--- config.mk ---
export PLATFORM = sky130hd
export DESIGN_NAME = adc_scan_seq
export DESIGN_NICKNAME = d
export VERILOG_FILES = /design/src/rtl/adc_scan_seq.sv
export SDC_FILE = /design/constraint.sdc
export NUM_CORES = 1
export LEC_CHECK = 0
export CAP_MARGIN = 20
export CORE_AREA = 3 3 87 171
export DETAILED_ROUTE_END_ITERATION = 10
export DIE_AREA = 0 0 90 174
export PLACE_DENSITY = 0.74
export SYNTH_ARGS = -nofsm -noshare
export SYNTH_HDL_FRONTEND = slang
export SYNTH_SLANG_ARGS = --single-unit
--- constraint.sdc ---
create_clock -name clk -period 4.29 [get_ports clk]
set_input_delay 0.429 -clock clk [delete_from_list [all_inputs] [get_ports clk]]
set_output_delay 0.429 -clock clk [all_outputs]
set_load 0.02 [all_outputs]
--- src/rtl/adc_scan_seq.sv ---
// adc_scan_seq -- ADC channel scan sequencer with a tagged result FIFO.
//
// Walks the enabled channels in cfg_ch_mask from lowest to highest. For each
// channel it selects the mux, waits cfg_settle cycles and performs a
// req/ack conversion handshake with the ADC core. Each result is tagged with
// its channel number and pushed into a show-ahead FIFO that the CPU pops.
//
// Ports:
//   clk, arst_n          clock, asynchronous active-low reset
//   cfg_ch_mask          channel enable mask (latched at scan start)
//   cfg_settle           settle cycles after a mux change (latched at scan start)
//   cfg_continuous       restart from channel 0 after the last enabled channel
//   start                level; a rising edge launches a scan from IDLE
//   abort                synchronous abort of a running scan
//   adc_ch_sel           ADC mux select
//   adc_conv_req         conversion request, held until adc_conv_ack
//   adc_conv_ack         1-cycle ack qualifying adc_data
//   adc_data             conversion result
//   res_valid/res_ready  FIFO not-empty / pop
//   res_data             {channel[3:0], sample}, FIFO head
//   busy                 sequencer not idle
//   done_pulse           1 cycle at end of a single scan, after abort, or on
//                        a start with an empty mask
//   ovf, ovf_clr         sticky result-dropped flag and its clear
//
// Optional feature: define ADC_SEQ_AVG_EN to run four conversions per channel
// and store the rounded average (settle only before the first conversion).
// FIFO_DEPTH must be a power of two and at least 2.

module adc_scan_seq #(
  parameter int NUM_CH     = 8,
  parameter int DATA_W     = 12,
  parameter int FIFO_DEPTH = 8
) (
  input  logic                      clk,
  input  logic                      arst_n,
  input  logic [NUM_CH-1:0]         cfg_ch_mask,
  input  logic [7:0]                cfg_settle,
  input  logic                      cfg_continuous,
  input  logic                      start,
  input  logic                      abort,
  output logic [$clog2(NUM_CH)-1:0] adc_ch_sel,
  output logic                      adc_conv_req,
  input  logic                      adc_conv_ack,
  input  logic [DATA_W-1:0]         adc_data,
  output logic                      res_valid,
  input  logic                      res_ready,
  output logic [4+DATA_W-1:0]       res_data,
  output logic                      busy,
  output logic                      done_pulse,
  output logic                      ovf,
  input  logic                      ovf_clr
);

  localparam int CH_W  = $clog2(NUM_CH);
  localparam int PTR_W = CH_W + 1;          // ptr can reach NUM_CH (past the last channel)
  localparam int AW    = $clog2(FIFO_DEPTH);
  localparam int RES_W = 4 + DATA_W;

  typedef enum logic [2:0] {
    S_IDLE,
    S_SCAN,
    S_SETTLE,
    S_CONV,
    S_STORE
  } state_t;

  state_t state, state_nx;

  logic              start_q;
  logic              start_rise;
  logic [NUM_CH-1:0] mask_l;
  logic [7:0]        settle_l;
  logic [PTR_W-1:0]  ptr;
  logic [7:0]        settle_cnt;
  logic [DATA_W-1:0] sample;
  logic [DATA_W-1:0] sample_nx;
  logic              last_conv;
  logic              done_nx;
  logic              found;
  logic [CH_W-1:0]   found_ch;

  // FIFO
  logic [RES_W-1:0]  mem [FIFO_DEPTH];
  logic [AW:0]       wr_ptr, rd_ptr;
  logic              empty, full, push, pop, store, drop;

  assign start_rise = start & ~start_q;

  // Lowest enabled channel at or above ptr.
  always_comb begin
    found    = 1'b0;
    found_ch = '0;
    for (int unsigned i = 0; i < NUM_CH; i++) begin
      if (!found && mask_l[i] && (PTR_W'(i) >= ptr)) begin
        found    = 1'b1;
        found_ch = CH_W'(i);
      end
    end
  end

`ifdef ADC_SEQ_AVG_EN
  logic [1:0]        conv_idx;
  logic [DATA_W+1:0] acc;
  logic [DATA_W+1:0] acc_sum;

  always_comb begin
    acc_sum   = acc + (DATA_W+2)'(adc_data);
    last_conv = (conv_idx == 2'd3);
    // Four samples summed in DATA_W+2 bits; +2 rounds the divide by 4.
    sample_nx = DATA_W'((acc_sum + (DATA_W+2)'(2)) >> 2);
  end

  always_ff @(posedge clk or negedge arst_n) begin
    if (!arst_n) begin
      conv_idx <= '0;
      acc      <= '0;
    end else if (state == S_SCAN) begin
      conv_idx <= '0;
      acc      <= '0;
    end else if (state == S_CONV && adc_conv_ack) begin
      conv_idx <= conv_idx + 2'd1;
      acc      <= acc_sum;
    end
  end
`else
  always_comb begin
    last_conv = 1'b1;
    sample_nx = adc_data;
  end
`endif

  // Next-state logic
  always_comb begin
    state_nx = state;
    done_nx  = 1'b0;
    case (state)
      S_IDLE: begin
        if (start_rise) begin
          if (cfg_ch_mask != '0) state_nx = S_SCAN;
          else                   done_nx  = 1'b1;
        end
      end
      S_SCAN: begin
        if (found)               state_nx = S_SETTLE;
        else if (cfg_continuous) state_nx = S_SCAN;
        else begin
          state_nx = S_IDLE;
          done_nx  = 1'b1;
        end
      end
      S_SETTLE: begin
        if (settle_cnt == settle_l) state_nx = S_CONV;
      end
      S_CONV: begin
        if (adc_conv_ack) state_nx = last_conv ? S_STORE : S_CONV;
      end
      S_STORE: state_nx = S_SCAN;
      default: state_nx = S_IDLE;
    endcase
    if (abort && (state != S_IDLE)) begin
      state_nx = S_IDLE;
      done_nx  = 1'b1;
    end
  end

  always_ff @(posedge clk or negedge arst_n) begin
    if (!arst_n) begin
      state      <= S_IDLE;
      start_q    <= 1'b0;
      mask_l     <= '0;
      settle_l   <= '0;
      ptr        <= '0;
      settle_cnt <= '0;
      adc_ch_sel <= '0;
      sample     <= '0;
      done_pulse <= 1'b0;
    end else begin
      state      <= state_nx;
      start_q    <= start;
      done_pulse <= done_nx;
      case (state)
        S_IDLE: begin
          if (start_rise) begin
            mask_l   <= cfg_ch_mask;
            settle_l <= cfg_settle;
            ptr      <= '0;
          end
        end
        S_SCAN: begin
          if (found) begin
            adc_ch_sel <= found_ch;
            settle_cnt <= '0;
          end else begin
            ptr <= '0;
          end
        end
        S_SETTLE: settle_cnt <= settle_cnt + 8'd1;
        S_CONV: begin
          if (adc_conv_ack && last_conv) sample <= sample_nx;
        end
        S_STORE: ptr <= PTR_W'(adc_ch_sel) + PTR_W'(1);
        default: ;
      endcase
    end
  end

  // Result FIFO: a push onto a full FIFO is accepted when a pop frees a slot
  // in the same cycle, otherwise the result is dropped and ovf is set.
  assign empty = (wr_ptr == rd_ptr);
  assign full  = (wr_ptr[AW] != rd_ptr[AW]) && (wr_ptr[AW-1:0] == rd_ptr[AW-1:0]);
  assign pop   = ~empty & res_ready;
  assign store = (state == S_STORE) & ~abort;
  assign push  = store & (~full | pop);
  assign drop  = store & full & ~pop;

  always_ff @(posedge clk) begin
    if (push) mem[wr_ptr[AW-1:0]] <= {4'(adc_ch_sel), sample};
  end

  always_ff @(posedge clk or negedge arst_n) begin
    if (!arst_n) begin
      wr_ptr <= '0;
      rd_ptr <= '0;
      ovf    <= 1'b0;
    end else begin
      if (push) wr_ptr <= wr_ptr + (AW+1)'(1);
      if (pop)  rd_ptr <= rd_ptr + (AW+1)'(1);
      if (drop)         ovf <= 1'b1;
      else if (ovf_clr) ovf <= 1'b0;
    end
  end

  assign res_valid    = ~empty;
  assign res_data     = empty ? '0 : mem[rd_ptr[AW-1:0]];
  assign busy         = (state != S_IDLE);
  assign adc_conv_req = (state == S_CONV);

endmodule

* Word level (Yosys, flattened, before mapping) *
Memories as Yosys holds them, arrays and structs flattened.
Cells that the tools add are included.

storage, ports and cells
  output and inout bits = 24
  word-level logic and storage cells = 127
  register bits = 57
  bits of input ports = 36
  memories = 1
  bits in writable memories = 120

memory list
  memory  words  bits a word  rd ports  clocked after memory_dff  write ports  line  source
  mem     8      15           1         0                         1            84    logic [RES_W-1:0] mem [FIFO_DEPTH];

cells by class
  equal/unequal tests = 15
  reductions and logical operators = 36
  bitwise logic cells = 12
  $add $sub $neg = 4
  magnitude comparators = 8
  muxes and demuxes = 39

operators by type and width
  operator             count
  $mux 3               9
  $mux 1               19
  $logic_and 1x1->1    17
  $ge 3x4->1 const A   4
  $mux 16              1
  $pmux 8 s2           1
  $pmux 3 s5           1
  $pmux 4 s3           1
  $ne 3x3->1 const B   3
  $add 4x1->4 const B  2
  $add 8x1->8 const B  1
  $eq 8x8->1           1
  $ge 1x4->1 const A   2
  $ge 2x4->1 const A   2
  $mux 4               2
  $mux 8               1
  $reduce_and 2->1     4
  $reduce_bool 8->1    1
  $logic_not 1->1      7
  $and 1x1->1          6
  $eq 3x2->1 const B   2
  $mux 2               3
  $ne 2x2->1 const B   3
  $reduce_bool 3->1    2
  other kinds (14)     19

* Depth between registers and ports, before layout *
  word-level depth = 34
  depth in mapped cells = 9
  gate-level depth less buffers = 5

* Worst setup path before layout *
OpenSTA, ideal clock, no wires.

  kind = register to register
  start = register rd_ptr[0]
  end = memory mem[1][0] (netlist name), enable pin
  cell stages (with the launch flop) = 7
  clock period less this slack = 2.905 ns
  setup slack = 1.385 ns
  path buffers = 1
  data required time = 3.881 ns
  arrival time = 2.496 ns
  setup time = 0.409 ns
  cells stage by stage = dfrtp_1 > buf_2 > xor2_1 > nor3_1 > a211oi_4 > nand2b_1 > nor3b_1

on the way
  longest elaborated chain between the ends = 7
  elaborated cells on any way between the ends = 10
  those cells by class = eq/ne (2); mux (2); bitwise (5); reduce/logical (1)

RTL lines
  item                                            line      source
  start, declared                                 85        logic [AW:0] wr_ptr, rd_ptr;
  start signal, assigned                          228       if (pop) rd_ptr <= rd_ptr + (AW+1)'(1);
  $eq 4x4->1 or $eq 3x3->1 (tied branches)        210, 211
  $not 1->1 or $logic_and 1x1->1 (tied branches)  212, 211
  $and 1x1->1 or $not 1->1 (tied branches)        212, 214
  $or 1x1->1 *                                    214       assign push = store & (~full | pop);
  $and 1x1->1 *                                   214
  $mux 1 *                                        218       if (push) mem[wr_ptr[AW-1:0]] <= {4'(adc_ch_sel), sample};
  $mux 1 (implied by the code) *                  218
  end, declared                                   84

Every way passes the cells marked *; elsewhere a longest branch is shown, timed or not.

* Final worst setup path *
  start = register rd_ptr[0]
  end = output port res_data[12]

on the way
  longest elaborated chain between the ends = 2
  elaborated cells on any way between the ends = 3
  those cells by class = eq/ne (1); mux (1); memory (1)

RTL lines
  item                                        line  source
  $mem_v2 8x15 or $eq 4x4->1 (tied branches)  n/a
  $mux 16 *                                   235   assign res_data = empty ? '0 : mem[rd_ptr[AW-1:0]];
  end, declared                               48    output logic [4+DATA_W-1:0] res_data,

Marked as above.

==> flow_summary.yaml <==
power_and_ir_drop:
  switchingPower_w: 0.00193
  p_leak_nw: 3.26
  power.density_cell_area_nw_per_um2: 686
  power_frac_comb_pct: 30.7
  netSwitchingFraction_pct: 31.7
  finalPower_w: 0.00609
  seqPwrFrac_pct: 42.5
  ir_worst_vdd_mv: 0.375
  power.internal_w: 0.00416
  p_clk_share_pct: 26.9
yosys:
  yosysTopAreaCell: "edfxtp_1"
  ys_seq_area_share_pct: 67.7
  yosys_warnings: 0
  postSynth.asyncResetShare_pct: 32.2
  synthesis.nets: 497
  syn_area_um2: 7430
  synth_seq_cells: 177
  synth_common_cells: "120 x edfxtp_1, 57 x dfrtp_1, 33 x mux2_2"
  synth_area_leaders: "edfxtp_1 49%, dfrtp_1 19%, mux4_2 9.1%, mux2_2 5.0%, mux2i_1 2.2%"
  avgSynthCellArea_um2: 16.2
  synth-edff-count: 120
  synth_ff_type: "edfxtp_1"
  yosysTopAreaCellShare_pct: 48.5
  yosysUniqueCellTypes: 49
  synthCells: 457
  synth.most_common_cell: "edfxtp_1"
global_routing:
  grt_pass1_wl_mm: 24.3
  gr-total-overflow: 0
  grt_max_degree: 34
  antenna_found_initial: 0
  grt_pass1_vias: 4561
  grt.total_usage_pct: 20.3
clocking:
  cts_root_buf: "clkbuf_16"
  worstSkewPairLatency_ns: 0.42
  holdBufCountCts: 0
  clkTransAtPathRegs_ns: 0.07
  cts.htree.levels: 4
  post_cts_buffers: 0
  cts.sinks: 177
  cts_tree: "built"
  cts_resized: 0
  clockBufferDepth: 2
  numCtsBuffers: 17
worst_setup_path:
  criticalPathCategory: "reg2out"
  cpLargestDelayFamily: "buffers and inverters"
  slowest_stage: "dfrtp_2"
  critPathMaxFanout: 18
  rr_worst_depth: 6
  cpPeakStageDelay_ns: 0.74
  cp-end-kind: "output port"
  path_cells: "buf_4 > mux4_2 > mux2i_1 > nor2_1 > clkdlybuf4s50_1"
  cp.required_ns: 3.86
  start_kind: "register"
  cp_num_buf_inv: 2
  critPathArrivalTime_ns: 2.90
  path_depth: 5
detailed_routing:
  vias_per_cell: 5.75
  wl_met2_mm: 8.38
  dr.pass1.iters: 5
  drt-initial-drc-count: 322
  dr_total_vias: 4161
  drc: 0
  antenna_left: 0
  wl_mm: 14.8
  highest_layer: "met4"
  met1_length_mm: 5.23
  wl_met3_um: 754
  wire_per_inst_um: 20.4
sta:
  relSlewSlack_pct: 44.3
  fin_crit_ns: 3.33
  setup_tns_ns: 0
  setup_viol: 0
  hold_viol: 0
  slew_viol_final: 0
  worst_pin_slew_ns: 0.831
  clock.fmax_ghz: 0.300
  rsz0062_at_grt: "false"
  clock_skew_ns: 0.0179
  timing.final.crit_share_pct: 77.7
cells_and_area:
  register_area_um2: 5030
  final_cells: 724
  fin_util_pct: 65.1
  syn_to_final_growth_pct: 19.7
  antenna_cells: 0
  drive_gt1_share_pct: 22.3
  fin_nets: 565
  final.fill_count: 983
  fin_area_um2: 8890
  multi_input_area_um2: 2260
floorplanning:
  num_io_pins: 60
  die_w_um: 90
  die_y_um: 174
  fp.coreArea_um2: 13700
  rows: 60
  initial_core_util_pct: 54.3
  die_area_um2: 15700
placed_design:
  place_inst: 692
  gp_congestion: 0.801
  numPortBuffers: 58
  placed_cell_area_um2: 8260
  post-dp-hpwl_mm: 10.1
worst_hold_path:
  hold_path.class: "in2async"
status:
  status: "finished clean"
run:
  maxCapViolations: 0
## final cells by class
type                       count  share of cell area, %
sequential                   177                   56.6
clock buffer                  19                   4.87
tap                          186                   2.62
clock inverter                13                   2.24
inverter                      12                  0.507
timing repair buffer          73                   7.74
multi-input combinational    244                   25.4
## worst register-to-register path: stages (launching register included)
cell and delay, ns:
dfrtp_2 0.74, xor2_1 0.35, nor3_1 0.15, a211oi_4 0.35, nand2_1 0.20, nor3_2 0.67
buf_4 0.30
## stage by stage
step	setup slack [ns]	hold WS, ns
global route	0.734	0.0877
finish	0.957	0.0511
global placement	1.31	0.477
floorplan	1.38	0.133
detailed placement	1.19	0.480
CTS	0.838	0.0696
## state kept, by name, summed over array words and instances, names as in the netlist
name	cells
settle_cnt	8
done_pulse	1
wr_ptr	4
rd_ptr	4
ovf	1
sample	12
mask_l	8
ptr	4
settle_l	8
mem	120
state	3
adc_ch_sel	3
start_q	1
## power by group through the flow
stage,clock (W),combinational (W),sequential (W)
3_3_place_gp,0,0.00183,0.00260
2_1_floorplan,0,0.00137,0.00244
4_1_cts,0.00166,0.00190,0.00260
6_report,0.00164,0.00187,0.00259
3_5_place_dp,0,0.00187,0.00263
5_1_grt,0.00173,0.00202,0.00265
## cell usage in the layout, fill, tap and decap left out, drive strengths merged, types with 2 or more instances in the layout
cell	count
edfxtp	120
clkdlybuf4s50	57
dfrtp	57
mux2	33
nor2	31
mux4	30
nand2	19
clkbuf	19
o21ai	17
inv	17
mux2i	16
buf	16
xor2	15
a21oi	9
nor3	9
nor3b	7
xnor2	6
nand3	5
nand3b	4
nor4	4
ha	4
bufinv	4
nand2b	4
nand4	3
or3	2
nor2b	2
o31ai	2
o21bai	2
and3	2
clkinvlp	2
clkinv	2
a211oi	2
a21boi	2
## routing by layer
layer | GRT usage, % | vias up
met5 | 0 | -
met4 | 9.02 | 0
met3 | 4.55 | 33
met2 | 37.0 | 163
met1 | 22.4 | 2095
li1 | - | 1870
## cell families (layout without fill, tap and decap cells)
group	after synthesis	in the layout	share of synthesized area, %
other cells	1	1	0.0505
buf+inv	36	117	2.33
compound gates	45	45	4.04
fa+ha+maj	4	4	0.674
xor+xnor	21	21	2.48
mux	79	79	16.3
simple gates	94	94	6.44
flops	177	177	67.7
## worst paths after layout
path                           start      endpoint  slack (ns)
max in group asynchronous     arst_n     sample[1]        3.35
setup reg to reg           rd_ptr[0]    mem[2][12]        1.23
hold reg to reg            rd_ptr[3]     rd_ptr[3]        0.49
min in group clk               start       start_q        0.48
setup / recovery           rd_ptr[0]  res_data[12]        0.96
hold / removal                arst_n     mask_l[4]        0.05
Note: power is estimated with default switching activity, not from simulation.
